[src/rtl/rom_boot_loader.sv]
// Boot-path front end: queues ioctl ROM bytes, maps them to SDRAM pages and
// issues ce_ref-paced boot writes, mirroring expansion ROMs into both banks.
module rom_boot_loader #(
   parameter int         FIFO_DEPTH  = 4,
   parameter logic [8:0] OS_PAGE     = 9'h000,
   parameter logic [8:0] BASIC_PAGE  = 9'h100,
   parameter logic [8:0] AMSDOS_PAGE = 9'h107,
   parameter logic [8:0] MF2_PAGE    = 9'h0ff
) (
   input  logic         clk_sys,
   input  logic         reset,
   input  logic         ce_ref,
   input  logic         ioctl_download,
   input  logic         ioctl_wr,
   input  logic [7:0]   ioctl_index,
   input  logic [24:0]  ioctl_addr,
   input  logic [7:0]   ioctl_dout,
   input  logic [8:0]   exp_page,
   output logic         ioctl_wait,
   output logic         boot_wr,
   output logic [22:0]  boot_a,
   output logic [1:0]   boot_bank,
   output logic [7:0]   boot_dout,
   output logic [255:0] rom_map,
   output logic         load_done,
   output logic         overflow
);

   // state  | meaning
   // IDLE   | waiting for a queued byte; pops it when the FIFO is non-empty
   // BANK0  | write held on bank 0 until the ce_ref cycle
   // BANK1  | mirror write held on bank 1 until the ce_ref cycle
   // COMMIT | write finished; records high pages in rom_map
   typedef enum logic [1:0] {
      ST_IDLE   = 2'd0,
      ST_BANK0  = 2'd1,
      ST_BANK1  = 2'd2,
      ST_COMMIT = 2'd3
   } state_t;

   localparam int AW = $clog2(FIFO_DEPTH);
   localparam int CW = AW + 1;
   localparam logic [CW-1:0] DEPTH_C   = CW'(FIFO_DEPTH);
   localparam logic [CW-1:0] DEPTH_M1  = CW'(FIFO_DEPTH - 1);

   state_t         state;
   logic [31:0]    fifo_mem [FIFO_DEPTH];
   logic [AW-1:0]  wr_ptr;
   logic [AW-1:0]  rd_ptr;
   logic [CW-1:0]  count;
   logic           cur_dual;
   logic           dl_q;
   logic           done_pend;

   logic           map_ok;
   logic [8:0]     map_page;
   logic           map_dual;
   logic           byte_in;
   logic           full;
   logic           empty;
   logic           push;
   logic           pop;
   logic [31:0]    head;

   always_comb begin
      map_ok   = 1'b0;
      map_page = 9'h000;
      map_dual = (ioctl_index[7:6] == 2'b01);
      if (ioctl_index == 8'h00) begin
         // only the four 16K system blocks are loaded; the tail of the image is swallowed
         if (ioctl_addr[24:16] == 9'h000) begin
            map_ok = 1'b1;
            case (ioctl_addr[15:14])
               2'd0:    map_page = OS_PAGE;
               2'd1:    map_page = BASIC_PAGE;
               2'd2:    map_page = AMSDOS_PAGE;
               default: map_page = MF2_PAGE;
            endcase
         end
      end else if (ioctl_index[4:0] >= 5'd1 && ioctl_index[4:0] <= 5'd3) begin
         map_ok   = 1'b1;
         map_page = exp_page + {1'b0, ioctl_addr[21:14]};
         map_dual = 1'b1;
      end else if (ioctl_index[4:0] == 5'd5 || ioctl_index[4:0] == 5'd6) begin
         map_ok   = 1'b1;
         map_page = {1'b1, ioctl_addr[21:14]};
      end
   end

   assign byte_in = ioctl_wr & ioctl_download & map_ok;
   assign full    = (count == DEPTH_C);
   assign empty   = (count == '0);
   assign push    = byte_in & ~full;
   assign pop     = (state == ST_IDLE) & ~empty;
   assign head    = fifo_mem[rd_ptr];

   // dl_q & ~ioctl_download covers a fall seen while already idle and drained
   assign load_done = ~reset & ~ioctl_download & (done_pend | dl_q)
                      & (state == ST_IDLE) & empty;

   always_ff @(posedge clk_sys) begin
      if (push) begin
         fifo_mem[wr_ptr] <= {map_page, ioctl_addr[13:0], map_dual, ioctl_dout};
      end
   end

   always_ff @(posedge clk_sys) begin
      if (reset) begin
         state      <= ST_IDLE;
         wr_ptr     <= '0;
         rd_ptr     <= '0;
         count      <= '0;
         cur_dual   <= 1'b0;
         dl_q       <= 1'b0;
         done_pend  <= 1'b0;
         ioctl_wait <= 1'b0;
         boot_wr    <= 1'b0;
         boot_a     <= '0;
         boot_bank  <= 2'b00;
         boot_dout  <= '0;
         rom_map    <= '0;
         overflow   <= 1'b0;
      end else begin
         if (push) wr_ptr <= wr_ptr + 1'b1;
         if (pop)  rd_ptr <= rd_ptr + 1'b1;
         case ({push, pop})
            2'b10:   count <= count + 1'b1;
            2'b01:   count <= count - 1'b1;
            default: count <= count;
         endcase
         if (byte_in && full) overflow <= 1'b1;
         ioctl_wait <= (count >= DEPTH_M1) | ((state != ST_IDLE) & full);

         dl_q <= ioctl_download;
         if (ioctl_download || load_done) begin
            done_pend <= 1'b0;
         end else if (dl_q) begin
            done_pend <= 1'b1;
         end

         case (state)
            ST_IDLE: begin
               if (!empty) begin
                  boot_a    <= head[31:9];
                  boot_dout <= head[7:0];
                  cur_dual  <= head[8];
                  boot_bank <= 2'b00;
                  boot_wr   <= 1'b1;
                  state     <= ST_BANK0;
               end
            end
            ST_BANK0: begin
               if (ce_ref && boot_wr) begin
                  if (cur_dual) begin
                     boot_bank <= 2'b01;
                     state     <= ST_BANK1;
                  end else begin
                     boot_wr <= 1'b0;
                     state   <= ST_COMMIT;
                  end
               end
            end
            ST_BANK1: begin
               if (ce_ref) begin
                  boot_wr <= 1'b0;
                  state   <= ST_COMMIT;
               end
            end
            default: begin
               if (boot_a[22]) rom_map[boot_a[21:14]] <= 1'b1;
               state <= ST_IDLE;
            end
         endcase
      end
   end

endmodule

[config.mk]
export PLATFORM = sky130hd
export DESIGN_NAME = rom_boot_loader
export DESIGN_NICKNAME = d
export VERILOG_FILES = /design/src/rtl/rom_boot_loader.sv
export SDC_FILE = /design/constraint.sdc
export NUM_CORES = 1
export LEC_CHECK = 0
export ABC_AREA = 1
export CAP_MARGIN = 20
export CELL_PAD_IN_SITES_DETAIL_PLACEMENT = 1
export CELL_PAD_IN_SITES_GLOBAL_PLACEMENT = 1
export CORE_ASPECT_RATIO = 0.75
export CORE_UTILIZATION = 38
export DETAILED_ROUTE_END_ITERATION = 16
export PLACE_DENSITY_LB_ADDON = 0.25
export SETUP_SLACK_MARGIN = 0.4
export SLEW_MARGIN = 20
export SYNTH_ARGS = -nofsm -noshare
export SYNTH_HDL_FRONTEND = slang
export SYNTH_SLANG_ARGS = --single-unit
[constraint.sdc]
create_clock -name clk_sys -period 4.03 [get_ports clk_sys]
set_clock_uncertainty 0.2 [all_clocks]
set_input_delay 0.806 -clock clk_sys [delete_from_list [all_inputs] [get_ports clk_sys]]
set_output_delay 0.806 -clock clk_sys [all_outputs]
set_load 0.01 [all_outputs]
Yosys cells after proc, flatten, opt, wreduce, memory -nomap -nowiden
Memory sizes are Yosys's and may differ from the RTL's. A register that Yosys moved wholly into a read port is not among the register bits.
Index checks and enable logic that the tools add are counted.
- logic and storage cells: 106
- register bits after elaboration: 272
- output and inout port bits: 293
- memories: 1
- RAM bits: 128
- bitwise logic cells: 17
- order comparisons: 5
- $add $sub $neg: 5
- equality and inequality tests: 15
- reductions and logical operators: 22
- muxes and demuxes: 30
- memories (memory ; words ; width ; rd ports ; clocked after Yosys merged registers in ; write ports ; RTL line ; RTL):
    fifo_mem ; 4 ; 32 ; 1 ; 1 ; 1 ; 47 ; logic [31:0] fifo_mem [FIFO_DEPTH];
- operator list (kind ; count):
    $or 256x256->256 ; 1
    $mux 9 ; 4
    $pmux 9 s3 ; 1
    $mux 1 ; 14
    $mux 2 ; 6
    $eq 5x3->1 const B ; 2
    $ne 2x2->1 const B ; 5
    $add 9x8->9 ; 1
    $and 1x1->1 ; 9
    $logic_not 9->1 ; 1
    $lt 8x9->1 const B ; 1
    $demux 1 s8 ; 1
    $eq 2x1->1 const B ; 4
    $ge 8x1->1 const B ; 1
    $logic_not 8->1 ; 1
    $eq 2x2->1 const B ; 3
    $pmux 2 s3 ; 1
    $pmux 3 s2 ; 1
    $reduce_bool 2->1 ; 3
    $ge 5x1->1 const B ; 1
    $le 5x2->1 const B ; 1
    $not 1->1 ; 5
    $reduce_and 5->1 ; 1
    $add 2x1->2 const B ; 2
    17 further kinds ; 24

Depth between registers and ports, before layout
- word-level depth: 9
- depth in mapped cells: 13
- depth with buffers taken out: 13

Worst setup path before layout
No wires, ideal clock.
- kind: in2reg
- from: input port ioctl_index[3]
- to: memory fifo_mem[0][0], enable pin
- stages: 7
- library setup time: 421 ps
- data arrival time: 2813 ps
- buffers on the path: 0
- slack: 596 ps
- path through: nor2_1 > nand2_1 > nor2_1 > nand2_1 > nand2_1 > nand3_1 > nor2_1
- word-level cells in the longest chain between the ends: 9
- elaborated cells on any way between the ends: 14
- classes of those cells: order compare (2); eq/ne (2); mux (5); bitwise (2); reduce/logical (3)
- RTL lines (element ; RTL line ; RTL):
    start: declaration ; 15 ; input logic [7:0] ioctl_index,
    parallel branches: the longest is 4 deep, another holds $ge 5x1->1 ; n/a ;
    $mux 1 (*) ; 69 ; if (ioctl_index == 8'h00) begin
    $and 1x1->1 (*) ; 90 ; assign byte_in = ioctl_wr & ioctl_download & map_ok;
    $and 1x1->1 (*) ; 93 ; assign push = byte_in & ~full;
    $mux 1 (*) ; 102 ; if (push) begin
    $mux 1 (not written as such) (*) ; 103 ; fifo_mem[wr_ptr] <= {map_page, ioctl_addr[13:0], map_dual, ioctl_dout};
    end: declaration ; 47 ;
Mark *: on every way between the ends.

Worst setup path after layout
- from: register count[0]
- to: output port load_done
- word-level cells in the longest chain between the ends: 2
- RTL lines (element ; RTL line ; RTL):
    start: declaration ; 50 ; logic [CW-1:0] count;
    start signal: assignment ; 127 ; 2'b10: count <= count + 1'b1;
    start signal: assignment ; 128 ; 2'b01: count <= count - 1'b1;
    start signal: assignment ; 129 ; default: count <= count;
    $logic_not 3->1 ; 92 ; assign empty = (count == '0);
    $and 1x1->1 ; 99 ; & (state == ST_IDLE) & empty;
    end: declaration ; 25 ; output logic load_done,
Every way passes these cells.

==> metrics.md <==
| Metric | Value |
|---|---|
| GPL Wtd Cong | 0.786 |
| Post-Route WL | 51.5 mm |
| #FFs+latches synth | 431 |
| CTS root buf | clkbuf_16 |
| DP HPWL | 35.0 mm |
| Tot Pwr | 9.67 mW |
| Power Dens Cells | 465 mW/mm^2 |
| Max Clk Rate | 293 MHz |
| Area grow syn2layout | 33.7% |
| Post-synthesis sequential area ratio | 63.8% |
| First-pass GRT wire length | 77.4 mm |
| Clk pin slew, worst setup/hold paths | 0.06 ns |
| CTS max path bufs | 3 |
| Fin. max-slew vios | 0 |
| Setup bufs post-CTS | 0 |
| # setup viols final | 0 |
| Yosys warns | 0 |
| Filler instances | 4435 |
| Setup CP Type | reg -> out |
| Pre-Repair DR Iteration Count | 5 |
| Syn avg cell area | 9.70 um^2 |
| RSZ-0062 raised after global routing | false |
| Die Height | 177 um |
| Max Cap Viol | 0 |
| Vias per cell | 5.16 |
| CP max FO | 4 |
| Rows | 63 |
| Synthesized area | 0.0155 mm^2 |
| IO Count | 348 |
| Most used DFF post-synth | dfxtp_1 |
| Worst-margin pin slew | 1.14 ns |
| CTS tree | done |
| Hold WC Path Type | reg -> reg |
| Largest net degree at the start of global routing | 100 |
| Placed cell areas | 0.0194 mm^2 |
| Period utilization | 84.8% |
| Core Box Area | 0.0399 mm^2 |
| Nets | 1998 |
| Die area | 0.0417 mm^2 |
| Leakage power | 7.69 nW |
| Post-synth EDFFs | 128 |
| Grt ovf | 0 |
| Number of global-route vias before repair | 13000 |
| Crit start category | flop |
| Initial core utilization | 38.9% |
| Max rail drop VDD | 0.282 mV |
| Final ANT Viol Nets | 0 |
| Drt drc | 0 |
| IO Port Bufs | 346 |
| Async set-reset flop share out of synthesis | 0% |
| Slew headroom | 24.0% |
| Crit path DAT | 2.41 ns |
| Post-cts sizing count | 0 |
| CTS Buf Count | 43 |
| ANT cells | 0 |
| GRT Total Usage | 24.1% |
| Die Wd | 235 um |
| Net Count, Synth | 1677 |
| Hold violation total from the final report | 0 |
| Antenna violations before repair | 0 |
| Synth cell types | 36 |
| Clock Sinks | 431 |
| Hold_buf cts | 0 |
| CP endpoint kind | output port |
| Via count | 12800 |
| Worst EP required | 3.02 ns |
| Status | completed |
| Clk Latency, worst-skew pair | 0.54 ns |
| H-tree levels | 2 |
| Mapped Cells | 1601 |
| Final Critical Period | 3.42 ns |
| Setup tns final | 0 ns |
| Share of cells above drive strength 1 | 6.65% |
| Final instance area | 0.0208 mm^2 |
| Wire per inst | 20.8 um |
| Starting DRC count in detailed routing | 744 |
layer usage:
layer  track usage, %  vias to the layer above  share of wire [%]
met3             4.34                       82                5.2
li1                 -                     6009                  -
met1             32.5                     6344                 45
met4             7.30                        0                2.9
met2             39.3                      328                 47
met5                0                        -                  0
Yosys cell counts, types with 16 or more instances:
library cell | instances | area (um^2)
nor3_4 | 16 | 260
buf_2 | 27 | 135
inv_1 | 73 | 274
edfxtp_1 | 128 | 3840
nand2_1 | 60 | 225
a31oi_1 | 32 | 200
o21ai_0 | 109 | 546
dfxtp_1 | 303 | 6070
a21oi_1 | 270 | 1350
nand3_1 | 20 | 100
clkbuf_1 | 50 | 188
ha_1 | 19 | 238
nor2_1 | 440 | 1650
worst max-delay path: stages, from the launching register on:
cell and delay, ns:
dfxtp_1 0.34, nor3_1 0.42, nand2_1 0.20, nor4_1 0.23
clkdlybuf4s50_1 0.67
stage by stage:
step | worst slack (ns) | utilization [%] | std cells | hold slack, ns
final | 0.614 | 52.1 | 2475 | 0.259
after global placement | 0.669 | 48.6 | 2397 | 0.242
after floorplan | 0.596 | - | 1601 | 0.259
after global routing | 0.430 | 52.1 | 2475 | 0.285
after detailed placement | 0.619 | 48.7 | 2397 | 0.253
after CTS | 0.565 | 52.0 | 2475 | 0.265
sequential cells by signal, summed over array words and instances, names as in the netlist, 2 cells and up:
register,cells
fifo_mem,128
rd_ptr,2
wr_ptr,2
boot_a,23
rom_map,256
count,3
state,2
boot_dout,8
power breakdown:
group / internal, mW / switching, mW
Sequential: 4.55 / 0.0771
Combinational: 0.373 / 0.791
Clock: 2.21 / 1.66
Total: 7.13 / 2.53
cell usage in the layout, fill, tap and decap left out, types with 2 or more instances in the layout:
cell and count:
clkbuf_1 14, ha_1 19, clkdlybuf4s50_1 345, inv_2 2, clkbuf_8 8, nand4_1 3
inv_1 73, nor3_4 17, fa_1 2, nor2_1 431, clkbuf_16 44, nor2_4 5
nand3_1 20, clkinv_1 4, o21ai_0 109, nor2_2 4, edfxtp_1 128, nor3_1 3
buf_12 2, buf_4 23, nand2_2 6, a21oi_1 270, dfxtp_1 302, clkinv_2 7
a31oi_1 32, o211ai_1 2, nand2_1 60, a21oi_2 5
area by class of cell:
class                           count  area, um^2  share of cell area (%)
Clock inverter                     13         101                   0.488
Timing Repair Buffer              371        3680                    17.7
Clock buffer                       65        1250                    6.02
Tap cell                          520         651                    3.13
Sequential cell                   431        9910                    47.7
Multi-Input combinational cell    999        4890                    23.5
Inverter                           76         285                    1.37
kinds of logic after synthesis:
logic type | after synthesis | synth area share [%]
adder cells (fa/ha/maj) | 21 | 1.79
flip-flops | 431 | 63.8
buffers and inverters | 171 | 5.05
AO/OA/AOI/OAI | 421 | 14.0
other | 1 | 0.0241
XOR/XNOR | 1 | 0.0564
AND/OR/NAND/NOR | 555 | 15.2
final timing paths:
kind           startpoint      endpoint  slack [ns]  cells after the start
max              count[0]     load_done        0.61                      4
min          rom_map[127]  rom_map[127]        0.26                      2
max reg2reg      state[0]   rom_map[29]        1.47                      5
min reg2reg  rom_map[127]  rom_map[127]        0.26                      2
No activity file was read; power rests on OpenSTA's default activity.
